<file path="src/rtl/hex_display_pkg.sv">
// rtl/hex_display_pkg.sv - glyph table and nibble decode for the hex display scanner
package hex_display_pkg;

  // Active-low segment patterns, bit 0 = a .. bit 6 = g
  localparam logic [6:0] GLYPH_0 = 7'h40;
  localparam logic [6:0] GLYPH_1 = 7'h79;
  localparam logic [6:0] GLYPH_2 = 7'h24;
  localparam logic [6:0] GLYPH_3 = 7'h30;
  localparam logic [6:0] GLYPH_4 = 7'h19;
  localparam logic [6:0] GLYPH_5 = 7'h12;
  localparam logic [6:0] GLYPH_6 = 7'h02;
  localparam logic [6:0] GLYPH_7 = 7'h78;
  localparam logic [6:0] GLYPH_8 = 7'h00;
  localparam logic [6:0] GLYPH_9 = 7'h10;
  localparam logic [6:0] GLYPH_A = 7'h08;
  localparam logic [6:0] GLYPH_B = 7'h03;
  localparam logic [6:0] GLYPH_C = 7'h46;
  localparam logic [6:0] GLYPH_D = 7'h21;
  localparam logic [6:0] GLYPH_E = 7'h06;
  localparam logic [6:0] GLYPH_F = 7'h0E;
  localparam logic [6:0] SEG_OFF = 7'h7F;

  function automatic logic [6:0] nibble_to_seg(input logic [3:0] nib);
    logic [6:0] s;
    case (nib)
      4'h0: s = GLYPH_0;
      4'h1: s = GLYPH_1;
      4'h2: s = GLYPH_2;
      4'h3: s = GLYPH_3;
      4'h4: s = GLYPH_4;
      4'h5: s = GLYPH_5;
      4'h6: s = GLYPH_6;
      4'h7: s = GLYPH_7;
      4'h8: s = GLYPH_8;
      4'h9: s = GLYPH_9;
      4'hA: s = GLYPH_A;
      4'hB: s = GLYPH_B;
      4'hC: s = GLYPH_C;
      4'hD: s = GLYPH_D;
      4'hE: s = GLYPH_E;
      default: s = GLYPH_F;
    endcase
    return s;
  endfunction

endpackage

</file>
<file path="src/rtl/hex_display_scanner_rom.sv">
// rtl/hex_display_scanner_rom.sv - combinational nibble to 7-segment glyph lookup
module hex_glyph_rom
  import hex_display_pkg::*;
(
  input  logic [3:0] nibble,
  output logic [6:0] glyph
);

  assign glyph = nibble_to_seg(nibble);

endmodule

</file>
<file path="src/rtl/hex_display_scanner.sv">
// rtl/hex_display_scanner.sv - multiplexed hex 7-segment scanner, optional blink via HEXSCAN_BLINK_EN
module hex_display_scanner
  import hex_display_pkg::*;
#(
  parameter int DIGITS    = 4,
  parameter int CLK_DIV   = 50000,
  parameter int BLINK_DIV = 25
) (
  input  logic                  clk,
  input  logic                  rst_n,
  input  logic                  load,
  input  logic [4*DIGITS-1:0]   value,
  input  logic                  blank_lz,
`ifdef HEXSCAN_BLINK_EN
  input  logic [DIGITS-1:0]     blink_mask,
`endif
  output logic [6:0]            seg,
  output logic [DIGITS-1:0]     an,
  output logic                  pending,
  output logic                  frame
);

  localparam int IW = (DIGITS > 1) ? $clog2(DIGITS) : 1;
  localparam int PW = $clog2(CLK_DIV);
  localparam logic [IW-1:0] LAST_IDX = IW'(DIGITS - 1);
  localparam logic [PW-1:0] LAST_PRE = PW'(CLK_DIV - 1);

  logic [PW-1:0]         presc;
  logic [IW-1:0]         idx;
  logic [4*DIGITS-1:0]   pend_buf;
  logic [4*DIGITS-1:0]   disp_buf;
  logic                  tick;
  logic                  frame_evt;
  logic [3:0]            nib;
  logic [DIGITS-1:0]     zero_from;
  logic [DIGITS-1:0]     one_hot;
  logic                  all_zero;
  logic                  lz_blank;
  logic                  blink_off;
  logic [6:0]            glyph;

  assign tick      = (presc == LAST_PRE);
  assign frame_evt = tick && (idx == LAST_IDX);

  // Slot prescaler, digit index and the frame-boundary pulse
  always_ff @(posedge clk or negedge rst_n) begin
    if (!rst_n) begin
      presc <= '0;
      idx   <= '0;
      frame <= 1'b0;
    end else begin
      frame <= frame_evt;
      if (tick) begin
        presc <= '0;
        idx   <= (idx == LAST_IDX) ? '0 : idx + 1'b1;
      end else begin
        presc <= presc + 1'b1;
      end
    end
  end

  // Double buffer: loads land in pend_buf and only reach disp_buf at a frame boundary
  always_ff @(posedge clk or negedge rst_n) begin
    if (!rst_n) begin
      pend_buf <= '0;
      disp_buf <= '0;
      pending  <= 1'b0;
    end else if (load && frame_evt) begin
      pend_buf <= value;
      disp_buf <= value;
      pending  <= 1'b0;
    end else if (frame_evt && pending) begin
      disp_buf <= pend_buf;
      pending  <= 1'b0;
    end else if (load) begin
      pend_buf <= value;
      pending  <= 1'b1;
    end
  end

  // Current-digit nibble, leading-zero run from the top digit down, and anode one-hot
  always_comb begin
    nib       = 4'h0;
    all_zero  = 1'b1;
    zero_from = '0;
    one_hot   = '0;
    for (int k = DIGITS - 1; k >= 0; k--) begin
      all_zero     = all_zero & (disp_buf[4*k +: 4] == 4'h0);
      zero_from[k] = all_zero;
      if (idx == IW'(k)) nib = disp_buf[4*k +: 4];
    end
    one_hot[idx] = 1'b1;
    lz_blank     = blank_lz && (idx != '0) && zero_from[idx];
  end

  hex_glyph_rom u_rom (
    .nibble (nib),
    .glyph  (glyph)
  );

`ifdef HEXSCAN_BLINK_EN
  localparam int BW = (BLINK_DIV > 1) ? $clog2(BLINK_DIV) : 1;
  localparam logic [BW-1:0] LAST_BLINK = BW'(BLINK_DIV - 1);

  logic [BW-1:0] blink_cnt;
  logic          blink_phase;

  // Frame counter toggling the blink phase every BLINK_DIV frames
  always_ff @(posedge clk or negedge rst_n) begin
    if (!rst_n) begin
      blink_cnt   <= '0;
      blink_phase <= 1'b0;
    end else if (frame_evt) begin
      if (blink_cnt == LAST_BLINK) begin
        blink_cnt   <= '0;
        blink_phase <= ~blink_phase;
      end else begin
        blink_cnt <= blink_cnt + 1'b1;
      end
    end
  end

  assign blink_off = blink_phase & blink_mask[idx];
`else
  assign blink_off = 1'b0;
`endif

  // Registered pin drivers, one cycle behind the index/display state
  always_ff @(posedge clk or negedge rst_n) begin
    if (!rst_n) begin
      seg <= SEG_OFF;
      an  <= '1;
    end else begin
      seg <= (lz_blank || blink_off) ? SEG_OFF : glyph;
      an  <= ~one_hot;
    end
  end

endmodule

</file>
<file path="config.mk">
export PLATFORM = sky130hd
export DESIGN_NAME = hex_display_scanner
export DESIGN_NICKNAME = d
export VERILOG_FILES = /design/src/rtl/hex_display_pkg.sv /design/src/rtl/hex_display_scanner_rom.sv /design/src/rtl/hex_display_scanner.sv
export SDC_FILE = /design/constraint.sdc
export NUM_CORES = 1
export LEC_CHECK = 0
export ABC_CLOCK_PERIOD_IN_PS = 3200
export CAP_MARGIN = 10
export CORE_MARGIN = 5
export CORE_UTILIZATION = 51
export CTS_CLUSTER_SIZE = 16
export DETAILED_ROUTE_END_ITERATION = 16
export PLACE_DENSITY = 0.74
export SYNTH_ARGS = -nofsm -noshare
export SYNTH_HDL_FRONTEND = slang
export SYNTH_HIERARCHICAL = 1
export SYNTH_SLANG_ARGS = --single-unit
</file>
<file path="constraint.sdc">
create_clock -name clk -period 3.2 [get_ports clk]
set_clock_uncertainty 0.2 [all_clocks]
set_input_delay 0.48 -clock clk [delete_from_list [all_inputs] [get_ports clk]]
set_output_delay 0.48 -clock clk [all_outputs]
set_load 0.02 [all_outputs]
</file>
## Yosys cells after proc, flatten, opt, wreduce, memory -nomap -nowiden

Memory sizes are Yosys's and may differ from the RTL's.
Index checks and enable logic that the tools add are counted.

- Order comparisons: 2
- Multiplexer cells: 19
- Bitwise logic cells: 4
- Reductions and logical operators: 16
- Equal/unequal tests: 5
- Add/subtract/negate cells: 2

Operators with widths:

| operator | number |
|---|---|
| 16-bit 2-to-1 mux | 6 |
| 16-bit by 1-bit adder with 16-bit output, second input constant | 1 |
| 16-bit == test, second input constant | 1 |
| 4-bit zero test | 4 |
| 4-bit 2-to-1 mux | 4 |
| 7-bit 2-to-1 mux | 1 |
| 1-bit logical AND | 6 |
| 2-bit nonzero test | 3 |
| 1-bit 2-to-1 mux | 5 |
| 2-bit == test, second input constant | 2 |
| 4-bit inverter | 1 |
| 1-bit AND | 3 |
| 2-bit by 3-bit < comparator with 1-bit output, second input constant | 1 |
| 3-bit nonzero test | 1 |
| 2-bit by 1-bit adder with 2-bit output, second input constant | 1 |
| 1-bit binary-select mux with 2-bit select | 1 |
| 1-bit demux with 2-bit select | 1 |
| 2-bit by 1-bit == test with 1-bit output, second input constant | 1 |
| 2-bit by 1-bit greater-or-equal comparator with 1-bit output, second input constant | 1 |
| 2-bit zero test | 1 |
| 2-bit 2-to-1 mux | 1 |
| 2-bit != test, second input constant | 1 |
| 2-bit AND reduction | 1 |

- Input bits: 20
- Bits in read-only memories: 112
- Memories: 1
- Logic and storage cells: 57
- Flip-flop bits (word level): 63
- Output and inout port bits: 13

Memory list:

| name | words | bits a word | rd ports | clocked after memory_dff | wr ports | RTL line | source |
|---|---|---|---|---|---|---|---|
| (name not given) | 16 | 7 | 1 | 0 | 0 | hex_display_pkg.sv:25 | `case (nib)` |

## Depth between registers and ports, before layout

- Depth in word-level cells: 8
- Depth in mapped cells: 12
- Mapped depth without buffers: 12

## By module

Netlist, hierarchy kept.

By module, submodules not included:

| module | area each (sq um) | cells each | instances |
|---|---|---|---|
| hex_display_scanner | 2825.2 | 232 | 1 |
| hex_glyph_rom | 261.5 | 31 | 1 |

## Worst setup path before layout

No wires, ideal clock.

- Path kind: reg2reg
- Start: reg idx[0]
- End: reg seg[3]
- Clock period less this slack: 3.073 ns
- Path buffers: 0
- Library setup time: 0.084 ns
- Required time: 2.916 ns
- Stages on the path, launching flop included: 12
- Arrival time: 2.789 ns
- Path slack: 0.127 ns
- Cells stage by stage: dfrtp_1 -> inv_1 -> ha_1 -> nand3b_1 -> a21oi_1 -> a21oi_1 -> o21ai_0 -> inv_1 -> ha_1 -> inv_1 -> mux4_1 -> or2_2

- Longest elaborated chain between the ends: 7
- Elaborated cells on any way between the ends: 15
- Those cells by class: eq/ne (3); mux (7); reduce/logical (4); memory (1)

RTL lines:

| item | RTL line | source |
|---|---|---|
| start: declaration | hex_display_scanner.sv:29 | `logic [IW-1:0] idx;` |
| start signal: assignment | hex_display_scanner.sv:55 | `idx <= (idx == LAST_IDX) ? '0 : idx + 1'b1;` |
| 2-bit == test | hex_display_scanner.sv:90 | `if (idx == IW'(k)) nib = disp_buf[4*k +: 4];` |
| 4-bit 2-to-1 mux (3 in series) | hex_display_scanner.sv:90 |  |
| 4-bit 2-to-1 mux (*) | hex_display_scanner.sv:90 |  |
| via nib[0] | hex_display_scanner.sv:34 | `logic [3:0] nib;` |
| memory 16 x 7 bit (*) | n/a |  |
| via glyph[3] | hex_display_scanner.sv:40 | `logic [6:0] glyph;` |
| 7-bit 2-to-1 mux (*) | hex_display_scanner.sv:134 | `seg <= (lz_blank \|\| blink_off) ? SEG_OFF : glyph;` |
| end signal: assignment | hex_display_scanner.sv:134 |  |
| end: declaration | hex_display_scanner.sv:17 | `output logic [6:0] seg,` |

Mark *: on every way through the listed nets, which the timed path passes. The rest lies on a longest branch. The select of a mux whose other input is x is not followed.
A chain may end at the register's enable or synchronous reset.

## Worst setup path in the final report

Ends and elaborated chain as after synthesis.

==> results.yml <==
power_and_ir_drop:
  clkPwrFrac_pct: 38.7
  pwr_density_cell_nw_per_um2: 408.8
  netSwitchingFraction_pct: 21.91
  pwr-share-comb_pct: 5.9
  leakagePower_nw: 1.590
  power_switching_mw: 0.3256
  power.internal_mw: 1.160
  power_mw: 1.486
  pwr-share-seq_pct: 55.4
  ir_drop_mv: 0.2154
run_status:
  status: "completed"
grt:
  grt_max_degree: 64
  overflow: 0
  grt_pass1_wl_um: 9846
  antenna_found_initial: 0
  grt_usage_pct: 16.74
  grt_pass1_vias: 2106
cells_and_area:
  n_fill_cell: 465
  design_area_um2: 3635
  antenna_cells: 0
  final_nets: 333
  drive_gt1_share_pct: 22.62
  area_growth_pct: 17.75
routing:
  ant_nets: 0
  wl_met3_um: 295
  drc: 0
  highest_layer: "met4"
  via_per_inst: 5.361
  wl_um: 5558
  wl_per_cell_um: 14.63
  wl_met2_um: 2644
  initialDrtViolationCount: 121
  m1WireLength_um: 2560
  first_pass_iters: 5
  vias: 2037
place:
  dp_hpwl_um: 3949
  post_dp_cell_area_um2: 3471
  place.gp.congestion: 0.8626
  port_buffers: 32
timing:
  finalCritPeriodShare_pct: 90.02
  fmax_mhz: 347.1
  tightest_slew_ns: 0.7524
  fin_setup_tns_ns: 0
  hold_ws_ns: 0.1020
  rsz0062_at_grt: "false"
  finalHoldViolations: 0
  layout_min_cycle_time_ns: 2.881
  setup_viol: 0
  slew_viol_final: 0
  slew_headroom_pct: 49.54
setup_path:
  r2r-start: "idx[0]"
  r2r_setup_slack_ns: 0.32
  crit_family: "adder cells"
  cp_max_fo: 9
  reg2reg_to: "seg[3]"
  critPathMaxStageDelay_ns: 0.46
  cpMostUsedCell: "inv_1"
  crit_type: "reg -> reg"
  crit_arrival_ns: 2.93
  slowest_stage: "mux4_1"
  crit_buf_inv: 3
  crit_chain: "inv_1 -> ha_1 -> nand3b_1 -> a21oi_1 -> a21oi_1 -> o21ai_0 -> inv_1 -> ha_1 -> inv_1 -> mux4_1 -> or2_2"
  reg2regPathDepth: 11
  worstPathRequired_ns: 3.25
  worst_setup_path_start_kind: "flip-flop"
  end_kind: "flip-flop"
cts:
  htreeDepth: 3
  cts.sinks: 63
  cts_resized: 0
  clk_latency_ns: 0.33
  hold_buffers: 0
  cts_tree: "done"
  cts_buffers: 9
  clockRootBuffer: "clkbuf_8"
  cts.clk_slew.worst_paths_ns: 0.06
  cts.path.max_buffers: 2
  cts_setup_buffers: 0
logic_synthesis:
  ys_seq_area_share_pct: 51.52
  async_reset_ff_share_pct: 100.0
  yosysWarnings: 6
  synth.distinct_cells: 40
  postSynthAreaPerCell_um2: 11.74
  syn_nets: 295
  synthesis.area_um2: 3087
  synth-edff-count: 0
  ys.flop_type: "dfrtp_1"
  ys_seq_elements: 63
  syn_inst: 263
floorplanning:
  core_area_um2: 5886
  rows: 28
  die_h_um: 87.80
  die_area_um2: 7708
  io_pins: 33
  initial_utilization_pct: 52.44
  die_w_um: 87.80
hold_path:
  hold_path_class: "in -> async"
run:
  max_cap_viol_count: 0
==> Yosys cell counts, types with 2 or more instances <==
| cell | instances | area (µm²) |
|---|---|---|
| mux2i_1 | 13 | 130.1 |
| mux2_4 | 2 | 30.03 |
| and4_1 | 2 | 17.52 |
| nand3b_1 | 5 | 37.54 |
| o21ai_0 | 13 | 65.06 |
| nand2b_1 | 9 | 56.30 |
| or3_1 | 4 | 25.02 |
| inv_1 | 12 | 45.04 |
| ha_1 | 12 | 150.1 |
| xnor2_1 | 6 | 52.55 |
| or2_2 | 7 | 43.79 |
| nor2_1 | 13 | 48.80 |
| a2bb2oi_1 | 8 | 70.07 |
| mux2_2 | 23 | 259.0 |
| nand2_1 | 11 | 41.29 |
| nor4b_2 | 2 | 30.03 |
| a21oi_1 | 12 | 60.06 |
| dfrtp_1 | 52 | 1301 |
| dfstp_2 | 11 | 289.0 |
| buf_2 | 4 | 20.02 |
| nand4_1 | 6 | 37.54 |
| xor2_1 | 5 | 43.79 |
| clkbuf_1 | 3 | 11.26 |
| nor4_1 | 6 | 37.54 |
| nand3_1 | 7 | 35.03 |
==> layout by cell type (no fill, tap or decap), types with 2 or more instances in the layout <==
| master | Yosys | final |
|---|---|---|
| mux2i_1 | 13 | 13 |
| a21oi_1 | 12 | 12 |
| nand2_1 | 11 | 11 |
| buf_4 | 1 | 6 |
| nor4b_2 | 2 | 2 |
| dfrtp_1 | 52 | 52 |
| xor2_1 | 5 | 5 |
| clkbuf_8 | 0 | 10 |
| clkdlybuf4s50_1 | 0 | 31 |
| inv_1 | 12 | 12 |
| xnor2_1 | 6 | 6 |
| clkinv_2 | 0 | 3 |
| dfstp_2 | 11 | 11 |
| nor2_1 | 13 | 13 |
| nand3_1 | 7 | 7 |
| mux2_4 | 2 | 2 |
| and4_1 | 2 | 2 |
| nand4_1 | 6 | 6 |
| nand2b_1 | 9 | 9 |
| nor4_1 | 6 | 6 |
| ha_1 | 12 | 12 |
| or3_1 | 4 | 4 |
| a2bb2oi_1 | 8 | 8 |
| mux2_2 | 23 | 23 |
| or2_2 | 7 | 7 |
| nand3b_1 | 5 | 5 |
| o21ai_0 | 13 | 13 |
==> through the flow <==
stage                     std cells  setup WS [ns]  utilization (%)
final                           380         0.3193            61.76
after global routing            380        0.09153            61.76
after CTS                       380         0.3226            61.76
after detailed placement        365         0.3419            58.97
after global placement          365         0.4112            58.97
after floorplan                 263         0.1266                -
==> power groups by stage <==
stage          combinational, mW  sequential [mW]  clock [mW]
6_report                  0.0880            0.824       0.574
3_5_place_dp              0.0903            0.838           0
3_3_place_gp              0.0892            0.837           0
4_1_cts                   0.0906            0.823       0.595
5_1_grt                   0.0992            0.825       0.634
2_1_floorplan             0.0433            0.836           0
==> logic make-up after synthesis <==
family | Yosys count | share of synthesized area, %
flip-flops | 63 | 51.52
buffers and inverters | 24 | 3.850
multiplexers | 39 | 14.43
AO/OA/AOI/OAI | 37 | 7.378
adder cells (fa/ha/maj) | 12 | 4.864
AND/OR/NAND/NOR | 77 | 14.84
XOR/XNOR | 11 | 3.121
==> layer usage <==
| layer | global-route usage [%] | vias up |
|---|---|---|
| met5 | 0 | - |
| met4 | 7.810 | 0 |
| met3 | 4.704 | 5 |
| met2 | 26.16 | 39 |
| met1 | 21.62 | 983 |
| li1 | - | 1010 |
==> worst register-to-register path: stages (launching register included) <==
cell	delay, ns
dfrtp_1	0.37
inv_1	0.10
ha_1	0.30
nand3b_1	0.19
a21oi_1	0.15
a21oi_1	0.05
o21ai_0	0.21
inv_1	0.14
ha_1	0.30
inv_1	0.05
mux4_1	0.46
or2_2	0.30
==> flip-flops by register name, summed over array words and instances (netlist names) <==
signal,flops
presc,16
seg,7
disp_buf,16
frame,1
pend_buf,16
idx,2
pending,1
an,4
==> cell type report <==
class                   instances  area [µm²]  share of cell area [%]
clock buffers                  11       141.4                   3.890
clock inverters                 4       22.52                  0.6196
inverters                      13       48.80                   1.343
multi-input cells             176        1378                   37.90
flip-flops and latches         63        1590                   43.75
well taps                      75       93.84                   2.582
repair buffers                 38       360.3                   9.914
==> how the worst max path moves through the flow <==
stage / startpoint / slack, ns / cells past startpoint / endpoint
detailed placement: idx[0] / 0.34 / 11 / seg[3]
CTS: idx[0] / 0.32 / 11 / seg[3]
global route: idx[0] / 0.09 / 11 / seg[3]
finish: idx[0] / 0.32 / 11 / seg[3]
global placement: idx[0] / 0.41 / 11 / seg[3]
floorplan: idx[0] / 0.13 / 11 / seg[3]
(Power assumes the default switching activity.)
